`src/rtl/mr_ring.sv`:
```
// mr_ring: synchronous model of a one-hot multi-rail ring with TH22 stages, wave
// counting, idle watchdog and an optional period meter (MR_RING_PERIOD_EN).
module mr_ring #(
  parameter int RAILS  = 3,
  parameter int STAGES = 4,
  parameter int ROT    = 1,
  parameter int DSTAGE = STAGES - 1,
  parameter int DINIT  = 0,
  parameter int CW     = 16,
  parameter int WDOG   = 16
) (
  input  logic                    clk,
  input  logic                    init_n,
  input  logic                    en,
  input  logic [STAGES-1:0]       hold,
  output logic [STAGES*RAILS-1:0] ring,
  output logic [STAGES-1:0]       comp,
  output logic [CW-1:0]           wave_cnt,
  output logic [RAILS-1:0]        data_val,
  output logic [CW-1:0]           period,
  output logic                    stuck
);

  localparam int            NB        = STAGES * RAILS;
  localparam logic [NB-1:0] RING_INIT = NB'(1) << (DSTAGE * RAILS + DINIT);
  localparam logic [CW-1:0] WDOG_LAST = CW'(WDOG - 1);
  localparam logic [CW-1:0] CNT_MAX   = '1;

  logic [STAGES-1:0][RAILS-1:0] ring_q;
  logic [STAGES-1:0][RAILS-1:0] ring_nx;
  logic [CW-1:0]                wd_cnt;
  logic                         arrival;
  logic                         idle;

  for (genvar s = 0; s < STAGES; s++) begin : g_stage
    localparam int NXT = (s + 1) % STAGES;
    logic [RAILS-1:0] stg_in;
    logic             stg_en;

    if (s == 0) begin : g_head
      // The wrap-around link rotates the rails so each lap carries a new code.
      for (genvar r = 0; r < RAILS; r++) begin : g_rot
        assign stg_in[r] = ring_q[STAGES-1][(r + ROT) % RAILS];
      end
    end else begin : g_body
      assign stg_in = ring_q[s-1];
    end

    assign stg_en     = ~comp[NXT];
    assign comp[s]    = |ring_q[s];
    // Majority of (input, enable, current) is exactly the TH22 set/clear/keep rule.
    assign ring_nx[s] = hold[s] ? ring_q[s]
                      : (stg_in & {RAILS{stg_en}}) | (ring_q[s] & (stg_in | {RAILS{stg_en}}));
  end

  assign ring    = ring_q;
  assign arrival = ~comp[0] & (|ring_nx[0]);
  assign idle    = (ring_nx == ring_q);

  always_ff @(posedge clk or negedge init_n) begin
    if (!init_n) begin
      ring_q   <= RING_INIT;
      wave_cnt <= '0;
      data_val <= '0;
      wd_cnt   <= '0;
      stuck    <= 1'b0;
    end else if (en) begin
      ring_q <= ring_nx;
      if (arrival) begin
        if (wave_cnt != CNT_MAX) wave_cnt <= wave_cnt + 1'b1;
        data_val <= ring_nx[0];
      end
      if (!idle) begin
        wd_cnt <= '0;
      end else if (wd_cnt != CNT_MAX) begin
        wd_cnt <= wd_cnt + 1'b1;
      end
      if (idle && (wd_cnt >= WDOG_LAST)) stuck <= 1'b1;
    end
  end

`ifdef MR_RING_PERIOD_EN
  logic [CW-1:0] cyc_cnt;
  logic          seen;

  // The first arrival only starts the measurement; period shows from the second.
  always_ff @(posedge clk or negedge init_n) begin
    if (!init_n) begin
      cyc_cnt <= '0;
      seen    <= 1'b0;
      period  <= '0;
    end else if (en) begin
      if (arrival) begin
        cyc_cnt <= '0;
        seen    <= 1'b1;
        if (seen) period <= (cyc_cnt == CNT_MAX) ? CNT_MAX : cyc_cnt + 1'b1;
      end else if (cyc_cnt != CNT_MAX) begin
        cyc_cnt <= cyc_cnt + 1'b1;
      end
    end
  end
`else
  assign period = '0;
`endif

endmodule

```
`config.mk`:
```
export PLATFORM = sky130hd
export DESIGN_NAME = mr_ring
export DESIGN_NICKNAME = d
export VERILOG_FILES = /design/src/rtl/mr_ring.sv
export SDC_FILE = /design/constraint.sdc
export NUM_CORES = 1
export LEC_CHECK = 0
export ABC_AREA = 1
export CAP_MARGIN = 20
export CORE_ASPECT_RATIO = 0.7
export CORE_MARGIN = 2
export CORE_UTILIZATION = 57
export CTS_CLUSTER_SIZE = 14
export DETAILED_ROUTE_END_ITERATION = 10
export GPL_TIMING_DRIVEN = 0
export PLACE_DENSITY = 0.86
export SLEW_MARGIN = 20
export SYNTH_ARGS = -nofsm -noshare
export SYNTH_HDL_FRONTEND = slang
export SYNTH_SLANG_ARGS = --single-unit
```
`constraint.sdc`:
```
create_clock -name clk -period 4.18 [get_ports clk]
set_input_delay 0.836 -clock clk [delete_from_list [all_inputs] [get_ports clk]]
set_output_delay 0.836 -clock clk [all_outputs]
set_load 0.05 [all_outputs]
```
==> metrics.yaml <==
status: "finished clean"
syn_area_sq_um: 3250
synth_most_common_cell: "nand2_1"
fin_crit_sh: 0.693
via_per_inst: 5.34
crit_arrival_ps: 2060
die_w_um: 94.2
slew_headroom: 0.661
holdWs_ps: 450
fin_ws_ps: 1280
rsz0062_at_grt: "no"
p_per_area_nw_per_um2: 595
cts_setup_buffers: 0
antenna_found_initial: 0
ir_worst_vdd_v: 0.000668
synth_top_cell_area_share: 0.362
syn_inst: 461
ctsHoldBuffers: 0
rows: 22
drt-pass1-iter-count: 4
cp.required_ps: 3340
drt_iter0_markers: 232
ys_ff_latch: 48
start_util: 0.605
synthArstFlopShare: 1.00
synth.distinct_cells: 35
setup_viol: 0
place_hpwl_mm: 5.83
yosysWarnings: 0
grt-ovfl-total: 0
grt_pass1_wl_mm: 13.2
gp_congestion: 0.903
fp.dieH_um: 67.2
drive_above_1_share: 0.110
syn_area_per_cell_sq_um: 7.05
yosys.area.top_type: "dfrtp_1"
wirelength_mm: 7.77
instances_no_fill: 599
ant_nets: 0
cts_buffers: 5
cts_root_buffer: "clkbuf_8"
antenna_cells: 0
hold_class: "in2async"
end_kind: "output pin"
synth.top_cells.by_count: "nand2_1, inv_1, nor2_1"
syn_to_final_growth_pct: 20.9
p_leak_uw: 0.00181
synth_flop_cell: "dfrtp_1"
critPathMaxFanout: 8
cp-start-kind: "flip-flop"
drc: 0
grt_pass1_vias: 2893
synth_edf_count: 0
cts_sinks: 48
insertion_delay_ps: 300
r2r_cells: 9
skew_ps: 2.94
post_cts_resized: 0
path_clk_slew_ps: 90
die-area_sq_um: 6330
grt_max_degree: 32
wl_per_cell_um: 13.0
cts_buffer_depth: 2
grt_usage: 0.262
synth_seq_area_share: 0.370
maxCapViolCount: 0
core_sq_um: 5370
slew_violations: 0
hold_violations: 0
h-tree-depth: 2
fin_crit_ps: 2900
io_buffers: 42
nets: 535
crit_type: "reg2out"
worst_pin_slew_ps: 507
vias: 3198
io_pins: 59
dp_slack_ps: 1410
fmax_mhz: 345
dp.cells: 591
cts_tree: "built"
finalSetupTns_ps: 0
synth_area_leaders: "dfrtp_1, nand2_1, inv_1"
[power by group]
group	internal, uW	switching, uW
clock	134	165
sequential	552	111
combinational	412	964
[worst max-delay path, cell delays in order (launching register included)]
cell	delay, ps
dfrtp_1	430
inv_1	180
nand2_1	280
clkdlybuf4s50_1	860
[logic make-up (layout without fill, tap and decap cells)]
| family | count (synthesis) | count (layout) | synth area share |
|---|---|---|---|
| other | 1 | 16 | 0.00115 |
| DFF | 48 | 48 | 0.370 |
| buffers and inverters | 97 | 148 | 0.141 |
| and+or+nand+nor | 238 | 238 | 0.339 |
| AOI/OAI and AO/OA | 58 | 58 | 0.0948 |
| adders and majority gates | 2 | 2 | 0.00770 |
| xor gates and xnor gates | 17 | 17 | 0.0458 |
[registers in the layout (all words and copies together), names as in the netlist]
name,count
wave_cnt,16
wd_cnt,16
g_stage.stg_in,9
data_val,3
ring,3
stuck,1
[final timing paths]
kind	start	end	slack [ps]
max	g_stage[1].stg_in[2]$_DFFE_PN0P_	comp[0]	1280
min	init_n	g_stage[1].stg_in[2]$_DFFE_PN0P_	450
max reg2reg	wave_cnt[0]$_DFFE_PN0P_	wave_cnt[11]$_DFFE_PN0P_	2070
min reg2reg	data_val[0]$_DFFE_PN0P_	data_val[0]$_DFFE_PN0P_	500
max in group asynchronous	init_n	ring[9]$_DFFE_PN1P_	3160
min in group clk	data_val[0]$_DFFE_PN0P_	data_val[0]$_DFFE_PN0P_	500
[cell usage in the layout, fill, tap and decap left out, types with 16 or more instances in the layout]
cell	synthesis	routed
clkdlybuf4s50_1	0	41
nand2_1	98	98
nor2_1	57	57
conb_1	1	16
nand4_1	18	18
nand3_1	29	29
buf_4	18	18
o21ai_0	33	33
dfrtp_1	47	47
inv_1	67	67
[cell type report]
type | instances | area [sq um]
fillers | 443 | 1440
flip-flops and latches | 48 | 1200
well taps | 72 | 90.1
repair buffers | 43 | 435
clock inverters | 2 | 15.0
plain buffers | 24 | 181
clock buffers | 6 | 82.6
inverters | 73 | 277
multi-input cells | 331 | 1640
[through the flow]
| step | total power (uW) | util | instance area (sq um) |
|---|---|---|---|
| 6_report | 2340 | 0.732 | 3930 |
| 5_1_grt | 2470 | 0.732 | 3930 |
| 4_1_cts | 2330 | 0.732 | 3930 |
| 3_5_place_dp | 2030 | 0.714 | 3830 |
| 3_3_place_gp | 1990 | 0.711 | 3810 |
| 2_1_floorplan | 1620 | - | 3300 |
[layer usage]
| metal | vias up | GRT usage | wire length [um] |
|---|---|---|---|
| li1 | 1570 | - | - |
| met1 | 1477 | 0.363 | 3540 |
| met2 | 147 | 0.428 | 3530 |
| met3 | 4 | 0.0614 | 677 |
| met4 | 0 | 0.0525 | 21 |
| met5 | - | 0 | 0 |
Note: power is estimated with default switching activity, not from simulation.
